==> config.mk <==
export PLATFORM = sky130hd
export DESIGN_NAME = thread_scheduler
export DESIGN_NICKNAME = d
export VERILOG_FILES = /design/src/rtl/thread_scheduler_pkg.sv /design/src/rtl/rr_arbiter.sv /design/src/rtl/thread_scheduler.sv
export SDC_FILE = /design/constraint.sdc
export NUM_CORES = 1
export LEC_CHECK = 0
export CAP_MARGIN = 30
export CORE_MARGIN = 1.5
export CORE_UTILIZATION = 50
export DETAILED_ROUTE_END_ITERATION = 7
export PLACE_DENSITY = 0.78
export SLEW_MARGIN = 40
export SYNTH_ARGS = -nofsm -noshare
export SYNTH_HDL_FRONTEND = slang
export SYNTH_SLANG_ARGS = --single-unit
==> constraint.sdc <==
create_clock -name clk -period 1.75 [get_ports clk]
set_clock_uncertainty 0.05 [all_clocks]
set_input_delay 0.525 -clock clk [delete_from_list [all_inputs] [get_ports clk]]
set_output_delay 0.525 -clock clk [all_outputs]
set_load 0.02 [all_outputs]
==> src/rtl/thread_scheduler_pkg.sv <==
`default_nettype none
// ============================================================================
// Module   : thread_scheduler_pkg
// Purpose  : Shared types and constants for the fetch thread scheduler.
// Revision : 1.0 - initial release
// ============================================================================
package thread_scheduler_pkg;

    localparam int c_NTHREADS_DEF = 4;
    localparam int c_TID_W        = $clog2(c_NTHREADS_DEF);
    localparam int c_CNT_W        = 4;

    typedef logic [c_TID_W-1:0] threadid_t;

    typedef enum logic [1:0] {
        TS_IDLE    = 2'd0,
        TS_READY   = 2'd1,
        TS_MISS    = 2'd2,
        TS_BACKOFF = 2'd3
    } thread_state_t;

endpackage
`default_nettype wire

==> src/rtl/rr_arbiter.sv <==
`default_nettype none
// ============================================================================
// Module   : rr_arbiter
// Purpose  : Combinational round-robin pick, searching from ptr+1 with wrap.
// Revision : 1.0 - initial release
// ============================================================================
module rr_arbiter
    import thread_scheduler_pkg::*;
#(
    parameter int NTHREADS = c_NTHREADS_DEF
) (
    input  logic [NTHREADS-1:0] req,
    input  threadid_t           ptr,
    output threadid_t           gnt,
    output logic                gnt_valid
);

    threadid_t w_idx;

    // Walk from the farthest candidate to the nearest so the nearest wins.
    always_comb begin
        gnt       = ptr;
        gnt_valid = 1'b0;
        w_idx     = ptr;
        for (int i = NTHREADS; i >= 1; i--) begin
            w_idx = threadid_t'((int'(ptr) + i) % NTHREADS);
            if (req[w_idx]) begin
                gnt       = w_idx;
                gnt_valid = 1'b1;
            end
        end
    end

endmodule
`default_nettype wire

==> src/rtl/thread_scheduler.sv <==
`default_nettype none
// ============================================================================
// Module   : thread_scheduler
// Purpose  : Per-thread fetch FSMs plus registered round-robin fetch grant.
// Revision : 1.0 - initial release
// ============================================================================
module thread_scheduler
    import thread_scheduler_pkg::*;
#(
    parameter int NTHREADS = c_NTHREADS_DEF,
    parameter int BACKOFF  = 3
) (
    input  logic                clk,
    input  logic                rst,
    input  logic [NTHREADS-1:0] thread_en,
    input  logic                stall,
    input  logic                itlb_miss,
    input  logic                icache_miss,
    input  threadid_t           miss_thread,
    input  logic                fill_valid,
    input  threadid_t           fill_thread,
    input  logic                hz_reject,
    input  threadid_t           hz_thread,
    output logic                fetch_valid,
    output threadid_t           fetch_thread,
    output logic [NTHREADS-1:0] blocked
);

    localparam logic [c_CNT_W-1:0] c_BO_LOAD = c_CNT_W'(BACKOFF - 1);

    logic [NTHREADS-1:0] w_ready_next;
    logic [NTHREADS-1:0] w_req;
    threadid_t           w_gnt;
    logic                w_gnt_valid;
    threadid_t           r_ptr;
    logic                r_fetch_valid;
    threadid_t           r_fetch_thread;

    for (genvar i = 0; i < NTHREADS; i++) begin : g_thread
        thread_state_t      r_state;
        thread_state_t      w_state_nx;
        logic [c_CNT_W-1:0] r_cnt;
        logic [c_CNT_W-1:0] w_cnt_nx;
        logic               w_miss_ev;
        logic               w_fill_ev;
        logic               w_hz_ev;

        assign w_miss_ev = (itlb_miss | icache_miss) && (miss_thread == threadid_t'(i));
        assign w_fill_ev = fill_valid && (fill_thread == threadid_t'(i));
        assign w_hz_ev   = hz_reject && (hz_thread == threadid_t'(i));

        always_comb begin
            w_state_nx = r_state;
            w_cnt_nx   = r_cnt;
            if (!thread_en[i]) begin
                w_state_nx = TS_IDLE;
                w_cnt_nx   = '0;
            end else begin
                case (r_state)
                    TS_IDLE: w_state_nx = TS_READY;
                    TS_READY: begin
                        if (w_miss_ev) begin
                            w_state_nx = TS_MISS;
                        end else if (w_hz_ev) begin
                            w_state_nx = TS_BACKOFF;
                            w_cnt_nx   = c_BO_LOAD;
                        end
                    end
                    TS_MISS: begin
                        if (w_fill_ev) begin
                            w_state_nx = TS_READY;
                        end
                    end
                    TS_BACKOFF: begin
                        if (w_miss_ev) begin
                            w_state_nx = TS_MISS;
                        end else if (w_hz_ev) begin
                            w_cnt_nx = c_BO_LOAD;
                        end else if (r_cnt == '0) begin
                            w_state_nx = TS_READY;
                        end else begin
                            w_cnt_nx = r_cnt - 1'b1;
                        end
                    end
                    default: w_state_nx = TS_IDLE;
                endcase
            end
        end

        always_ff @(posedge clk or negedge rst) begin
            if (!rst) begin
                r_state <= TS_IDLE;
                r_cnt   <= '0;
            end else begin
                r_state <= w_state_nx;
                r_cnt   <= w_cnt_nx;
            end
        end

        // Only threads that are READY now and stay READY may be granted.
        assign w_ready_next[i] = (w_state_nx == TS_READY);
        assign w_req[i]        = (r_state == TS_READY) && w_ready_next[i];
        assign blocked[i]      = (r_state != TS_READY);
    end

    rr_arbiter #(
        .NTHREADS (NTHREADS)
    ) u_rr_arbiter (
        .req       (w_req),
        .ptr       (r_ptr),
        .gnt       (w_gnt),
        .gnt_valid (w_gnt_valid)
    );

    always_ff @(posedge clk or negedge rst) begin
        if (!rst) begin
            r_fetch_valid  <= 1'b0;
            r_fetch_thread <= '0;
            r_ptr          <= threadid_t'(NTHREADS - 1);
        end else if (stall) begin
            // A held grant is withdrawn once its thread stops being READY.
            if (r_fetch_valid && !w_ready_next[r_fetch_thread]) begin
                r_fetch_valid <= 1'b0;
            end
        end else if (w_gnt_valid) begin
            r_fetch_valid  <= 1'b1;
            r_fetch_thread <= w_gnt;
            r_ptr          <= w_gnt;
        end else begin
            r_fetch_valid <= 1'b0;
        end
    end

    assign fetch_valid  = r_fetch_valid;
    assign fetch_thread = r_fetch_thread;

endmodule
`default_nettype wire

==> impl_metrics.tcl, run 1 <==
set metrics [dict create \
    num_rows 22 \
    grt_overflow 0 \
    final_nets 330 \
    yosysSeqAreaShare_pct 38.8 \
    synthMuxAreaShare_pct 0.534 \
    ys_seq_elements 29 \
    fillers 219 \
    worst_slew_pin_slew_ns 0.329 \
    drive_above_1_share_pct 41.5 \
    hold_path_class "register to register" \
    synth_area_um2 1880 \
    hold_viol_final 0 \
    wl_met3_um 240 \
    firstDrtPassIters 4 \
    ys_async_sr_fraction_pct 100 \
    h-tree-depth 2 \
    cts_tree "done" \
    synth-compound-area-share_pct 22.5 \
    cp_data_required_time_ns 1.87 \
    synthXorXnorAreaFrac_pct 0 \
    fin_ws_ns -0.0852 \
    synthAdderAreaFrac_pct 5.34 \
    synth_edf_count 0 \
    avgViaCountPerCell 5.66 \
    ys_top_cells_by_area "dfrtp_1, ha_1, nor2_1" \
    cp-start-kind "input port" \
    regToRegSetupSlack_ns -0.06 \
    max-cap-violations 0 \
    highest_layer "met4" \
    cts_sinks 29 \
    cts_buffers 5 \
    ir_drop_uv 655 \
    final_common_cell "buf_4" \
    die_y_um 64.2 \
    first_iter_violations 169 \
    dpl-instance-area_um2 2540 \
    synth_top_family_by_area "simple AND/OR/NAND/NOR gates" \
    avgSynthCellArea_um2 8.64 \
    leakagePower_nw 1.31 \
    period_share_pct 105 \
    grt_max_degree 30 \
    die_x_um 64.2 \
    rsz0062_at_grt "yes" \
    port_buffers 23 \
    synth-simple-area-share_pct 27.8 \
    cp_max_fo 2 \
    worstSkewPairLatency_ns 0.29 \
    finish.instance_area_um2 2880 \
    regArea_um2 728 \
    min_period_ns 1.84 \
    place.gp.congestion 0.861 \
    syn_to_final_growth_pct 53.5 \
    total_power_mw 2.09 \
    drt-wirelength-per-cell_um 16.2 \
    root_buffer "clkbuf_8" \
    cp_data_arrival_time_ns 1.96 \
    outcome "finished with violations" \
    dieArea_um2 4130 \
    max_slew_margin_pct 77.9 \
    antenna_found_initial 0 \
    violations "negative setup slack" \
    grt_pass1_wl_mm 8.79 \
    drt-met1-wl_mm 2.28 \
    start_util_pct 51.6 \
    clock_path_buffers 2 \
    stdcell_count 354 \
    grt_pass1_vias 1978 \
    post-place-cells 333 \
    yosysWarnings 0 \
    core_area_um2 3630 \
    routed-wl-met2_mm 2.96 \
    crit_type "input port to register" \
    dp_hpwl_mm 3.58 \
    hold_ws_ns 0.475 \
    critPathCaptureType "register" \
    ant_nets 0 \
    ys_types 55 \
    drcViolationCount 0 \
    cellPowerDensity_nw_per_um2 726 \
    synth_top_area_share_pct 36.0 \
    synth_cells 217 \
    hold_buffers 0 \
    yosysTopAreaCell "dfrtp_1" \
    totalWireLength_mm 5.75 \
    path_clk_slew_ns 0.07 \
    grt_usage_pct 27.4 \
    diodes 0 \
    synth_top_flop_cell "dfrtp_1" \
    synthesis.nets 242 \
    via_count 2005 \
    drv_slew 0 \
    fmax_mhz 545 \
    layout_common_cells "buf_4, dfrtp_1, nor2_1" \
    ios 24 \
    setup_viol_count_final 4 \
    multiInputGateArea_um2 1250 \
]
## report_power, final
part / switching [mW] / internal, mW / total (mW)
sequential: 0.0968 / 0.756 / 0.853
combinational: 0.339 / 0.324 / 0.662
clock: 0.255 / 0.320 / 0.575
## kinds of logic after synthesis
family                   after synthesis
AO/OA/AOI/OAI                         61
adder cells (fa/ha/maj)                8
buffers and inverters                 23
flip-flops                            29
multiplexers                           1
AND/OR/NAND/NOR                       95
## area by class of cell
| cell class | count | share of cell area [%] |
|---|---|---|
| Multi-Input combinational cell | 165 | 43.4 |
| Sequential cell | 29 | 25.3 |
| Timing Repair Buffer | 83 | 23.3 |
| Clock buffer | 8 | 3.13 |
| Inverter | 21 | 2.74 |
| Tap cell | 48 | 2.09 |
## metrics by stage
step	utilization, %	worst slack, ns	TNS [ns]
2_1_floorplan	-	-0.179	-1.00
5_1_grt	79.2	-0.177	-0.825
6_report	79.2	-0.0852	-0.215
3_3_place_gp	69.9	-0.777	-14.34
4_1_cts	76.4	-0.0684	-0.313
3_5_place_dp	69.9	-0.820	-15.29
## state kept, by name, indices dropped and copies added (netlist names)
| signal | count |
|---|---|
| g_thread.r_state | 8 |
| fetch_thread | 2 |
| fetch_valid | 1 |
| g_thread.r_cnt | 16 |
| r_ptr | 2 |
## what timing repair did
action	CTS	global route
cloned	0	0
setup buffers	8	5
resized for setup	87	30
setup endpoints to repair	31	21
pin swaps	16	14
## worst paths after layout
check                                  startpoint                    to  cells after the start
max in group asynchronous                     rst              r_ptr[1]                      2
hold reg to reg              g_thread[1].r_cnt[3]  g_thread[1].r_cnt[3]                      1
hold / removal               g_thread[1].r_cnt[3]  g_thread[1].r_cnt[3]                      1
setup reg to reg           g_thread[0].r_state[1]       fetch_thread[0]                      6
min in group asynchronous                     rst  g_thread[0].r_cnt[3]                      2
setup / recovery                     thread_en[1]       fetch_thread[0]                      7
## synth_stat cells, types with 2 or more instances
| library cell | count |
|---|---|
| and3_1 | 2 |
| nor2b_1 | 3 |
| nand3_1 | 10 |
| nand2_1 | 14 |
| nor3b_1 | 2 |
| and2_1 | 2 |
| o2bb2ai_1 | 2 |
| dfrtp_1 | 27 |
| a21boi_1 | 2 |
| nand4_1 | 3 |
| o21ai_0 | 17 |
| a21boi_0 | 3 |
| dfstp_2 | 2 |
| nor3_1 | 11 |
| nand2b_1 | 5 |
| a21oi_1 | 14 |
| a211oi_1 | 2 |
| ha_1 | 8 |
| inv_1 | 21 |
| nor2_1 | 23 |
| nand3b_1 | 7 |
| o21a_1 | 2 |
| or3_1 | 2 |
| a2bb2oi_1 | 2 |
## per-layer routing
| layer | vias up | GRT usage [%] |
|---|---|---|
| li1 | 957 | - |
| met1 | 957 | 31.2 |
| met2 | 63 | 47.4 |
| met3 | 28 | 5.99 |
| met4 | 0 | 15.2 |
| met5 | - | 0 |
## critical path, stage by stage
cell and delay, ns:
dlygate4sd2_1 0.24, and2b_2 0.22, buf_6 0.13, nand3_4 0.09
nor3_2 0.05, or4_4 0.53, a21boi_2 0.17
Note: power is estimated with default switching activity, not from simulation.
==> run 2: changes to the inputs <==
CELL_PAD_IN_SITES_DETAIL_PLACEMENT = 1   (was not set)
CELL_PAD_IN_SITES_GLOBAL_PLACEMENT = 1   (was not set)
CORE_UTILIZATION = 37   (was 50)
PLACE_DENSITY = 0.77   (was 0.78)
==> run 2 against run 1 <==
The flow still finishes with violations (negative setup slack). Count of clock-buffer cells in the layout shrank 3. Maximum frequency down 2.5%. Non-clock buffer count up 8. First-iteration DRC count decreased by 49%. Combinational power increased by 16%. Worst hold slack lost 0.0024 ns. Clock power decreased by 0.7%. Critical path type unchanged. Highest routed layer unchanged.
==> impl_metrics.tcl, run 2 (synthesis gave the netlist of run 1 again) <==
set metrics [dict create \
    totalWireLength_mm 7.46 \
    final_common_cell "buf_4" \
    clock_path_buffers 2 \
    layout_common_cells "buf_4, dfrtp_1, nor2_1" \
    drcViolationCount 0 \
    fmax_mhz 531 \
    grt_usage_pct 26.5 \
    fin_setup_tns_ns -0.462 \
    dp_hpwl_mm 4.21 \
    multiInputGateArea_um2 1330 \
    critPathCaptureType "register" \
    die_y_um 74.2 \
    fillers 573 \
    cp_data_arrival_time_ns 2.00 \
    leakagePower_nw 1.35 \
    grt_overflow 0 \
    cp_data_required_time_ns 1.87 \
    firstDrtPassIters 4 \
    largest_reg_flops 16 \
    drt-wirelength-per-cell_um 19.6 \
    hold_viol_final 0 \
    dieArea_um2 5500 \
    top_regs "g_thread.r_cnt (16), g_thread.r_state (8)" \
    hp-start "g_thread[1].r_cnt[3]" \
    top_register "g_thread.r_cnt" \
    ios 24 \
    avgViaCountPerCell 5.45 \
    cts_buffers 5 \
    outcome "finished with violations" \
    period_share_pct 108 \
    worst_slew_pin_slew_ns 0.377 \
    globalRouteMet1Util_pct 31.3 \
    first_iter_violations 87 \
    setup_viol_count_final 8 \
    cts_sinks 29 \
    fin_ws_ns -0.132 \
    violations "negative setup slack" \
    drive_above_1_share_pct 46.8 \
    r2r-start "g_thread[0].r_state[1]" \
    via_count 2078 \
    path_clk_slew_ns 0.08 \
    grt_max_degree 30 \
    crit_type "input port to register" \
    port_buffers 23 \
    cp-startpoint "icache_miss" \
    antenna_found_initial 0 \
    cp_max_fo 4 \
    place.gp.congestion 0.935 \
    min_period_ns 1.88 \
    cts_tree "done" \
    h-tree-depth 2 \
    drv_slew 0 \
    cp-start-kind "input port" \
    max-cap-violations 0 \
    grt_pass1_wl_mm 10.8 \
    root_buffer "clkbuf_8" \
    regToRegSetupSlack_ns -0.13 \
    ir_drop_uv 676 \
    hold_path_class "register to register" \
    grt_pass1_vias 2251 \
    max_slew_margin_pct 74.8 \
    syn_to_final_growth_pct 61.5 \
    start_util_pct 38.9 \
    grt_util_met2_pct 45.7 \
    cellPowerDensity_nw_per_um2 720 \
    worstSkewPairLatency_ns 0.29 \
    ant_nets 0 \
    rsz0062_at_grt "yes" \
    diodes 0 \
    core_area_um2 4820 \
    post-route-util_pct 62.9 \
    regArea_um2 728 \
    num_rows 25 \
    top_usage_layer "met2" \
    die_x_um 74.2 \
    final_nets 338 \
    use_met3_pct 5.96 \
    hold_buffers 0 \
]
run 2: repair_timing:
item                                    in CTS  in global routing
pin swaps                                   26                 14
endpoints found under the setup margin      32                 24
setup buffers                               12                  7
gates resized for setup                     93                 39
run 2: critical path: stages:
cell and delay, ns:
buf_2 0.14, o21ai_1 0.22, nor2_2 0.11, o31ai_4 0.25, o21bai_2 0.11, or4_4 0.49
a21boi_2 0.17
run 2: cell type report:
| type | count | share of cell area, % |
|---|---|---|
| multi-input cells | 165 | 43.7 |
| clock buffers | 5 | 2.27 |
| clock inverters | 3 | 0.578 |
| repair buffers | 91 | 24.0 |
| well taps | 67 | 2.77 |
| inverters | 21 | 2.60 |
| flip-flops and latches | 29 | 24.0 |
run 2: final timing paths:
check | endpoint | cells past startpoint
worst max-delay path | fetch_thread[0] | 7
worst min-delay path | g_thread[1].r_cnt[3] | 1
worst max register to register | fetch_thread[0] | 6
worst min register to register | g_thread[1].r_cnt[3] | 1
max in group asynchronous | r_ptr[1] | 2
min in group asynchronous | g_thread[0].r_cnt[2] | 2
run 2: per-stage QoR:
stage / power, mW / hold WS [ns] / std cells / cell area (um^2) / setup WS (ns)
4_1_cts: 2.11 / 0.474 / 376 / 2870 / -0.0950
5_1_grt: 2.29 / 0.517 / 381 / 3030 / -0.163
2_1_floorplan: 1.12 / 0.179 / 217 / 1900 / -0.179
3_3_place_gp: 1.46 / 0.442 / 356 / 2590 / -0.833
6_report: 2.18 / 0.473 / 381 / 3030 / -0.132
3_5_place_dp: 1.48 / 0.451 / 356 / 2590 / -0.857
run 2: power by group:
part,switching (mW),internal [mW],total (mW)
clock,0.296,0.274,0.571
combinational,0.395,0.372,0.767
sequential,0.0882,0.755,0.843
total,0.780,1.40,2.18
run 2: metal layers:
| layer | share of wire (%) | wire length, um |
|---|---|---|
| met2 | 53 | 3960 |
| met5 | 0 | 0 |
| met4 | 2.7 | 204 |
| met1 | 40 | 3010 |
| met3 | 3.9 | 288 |
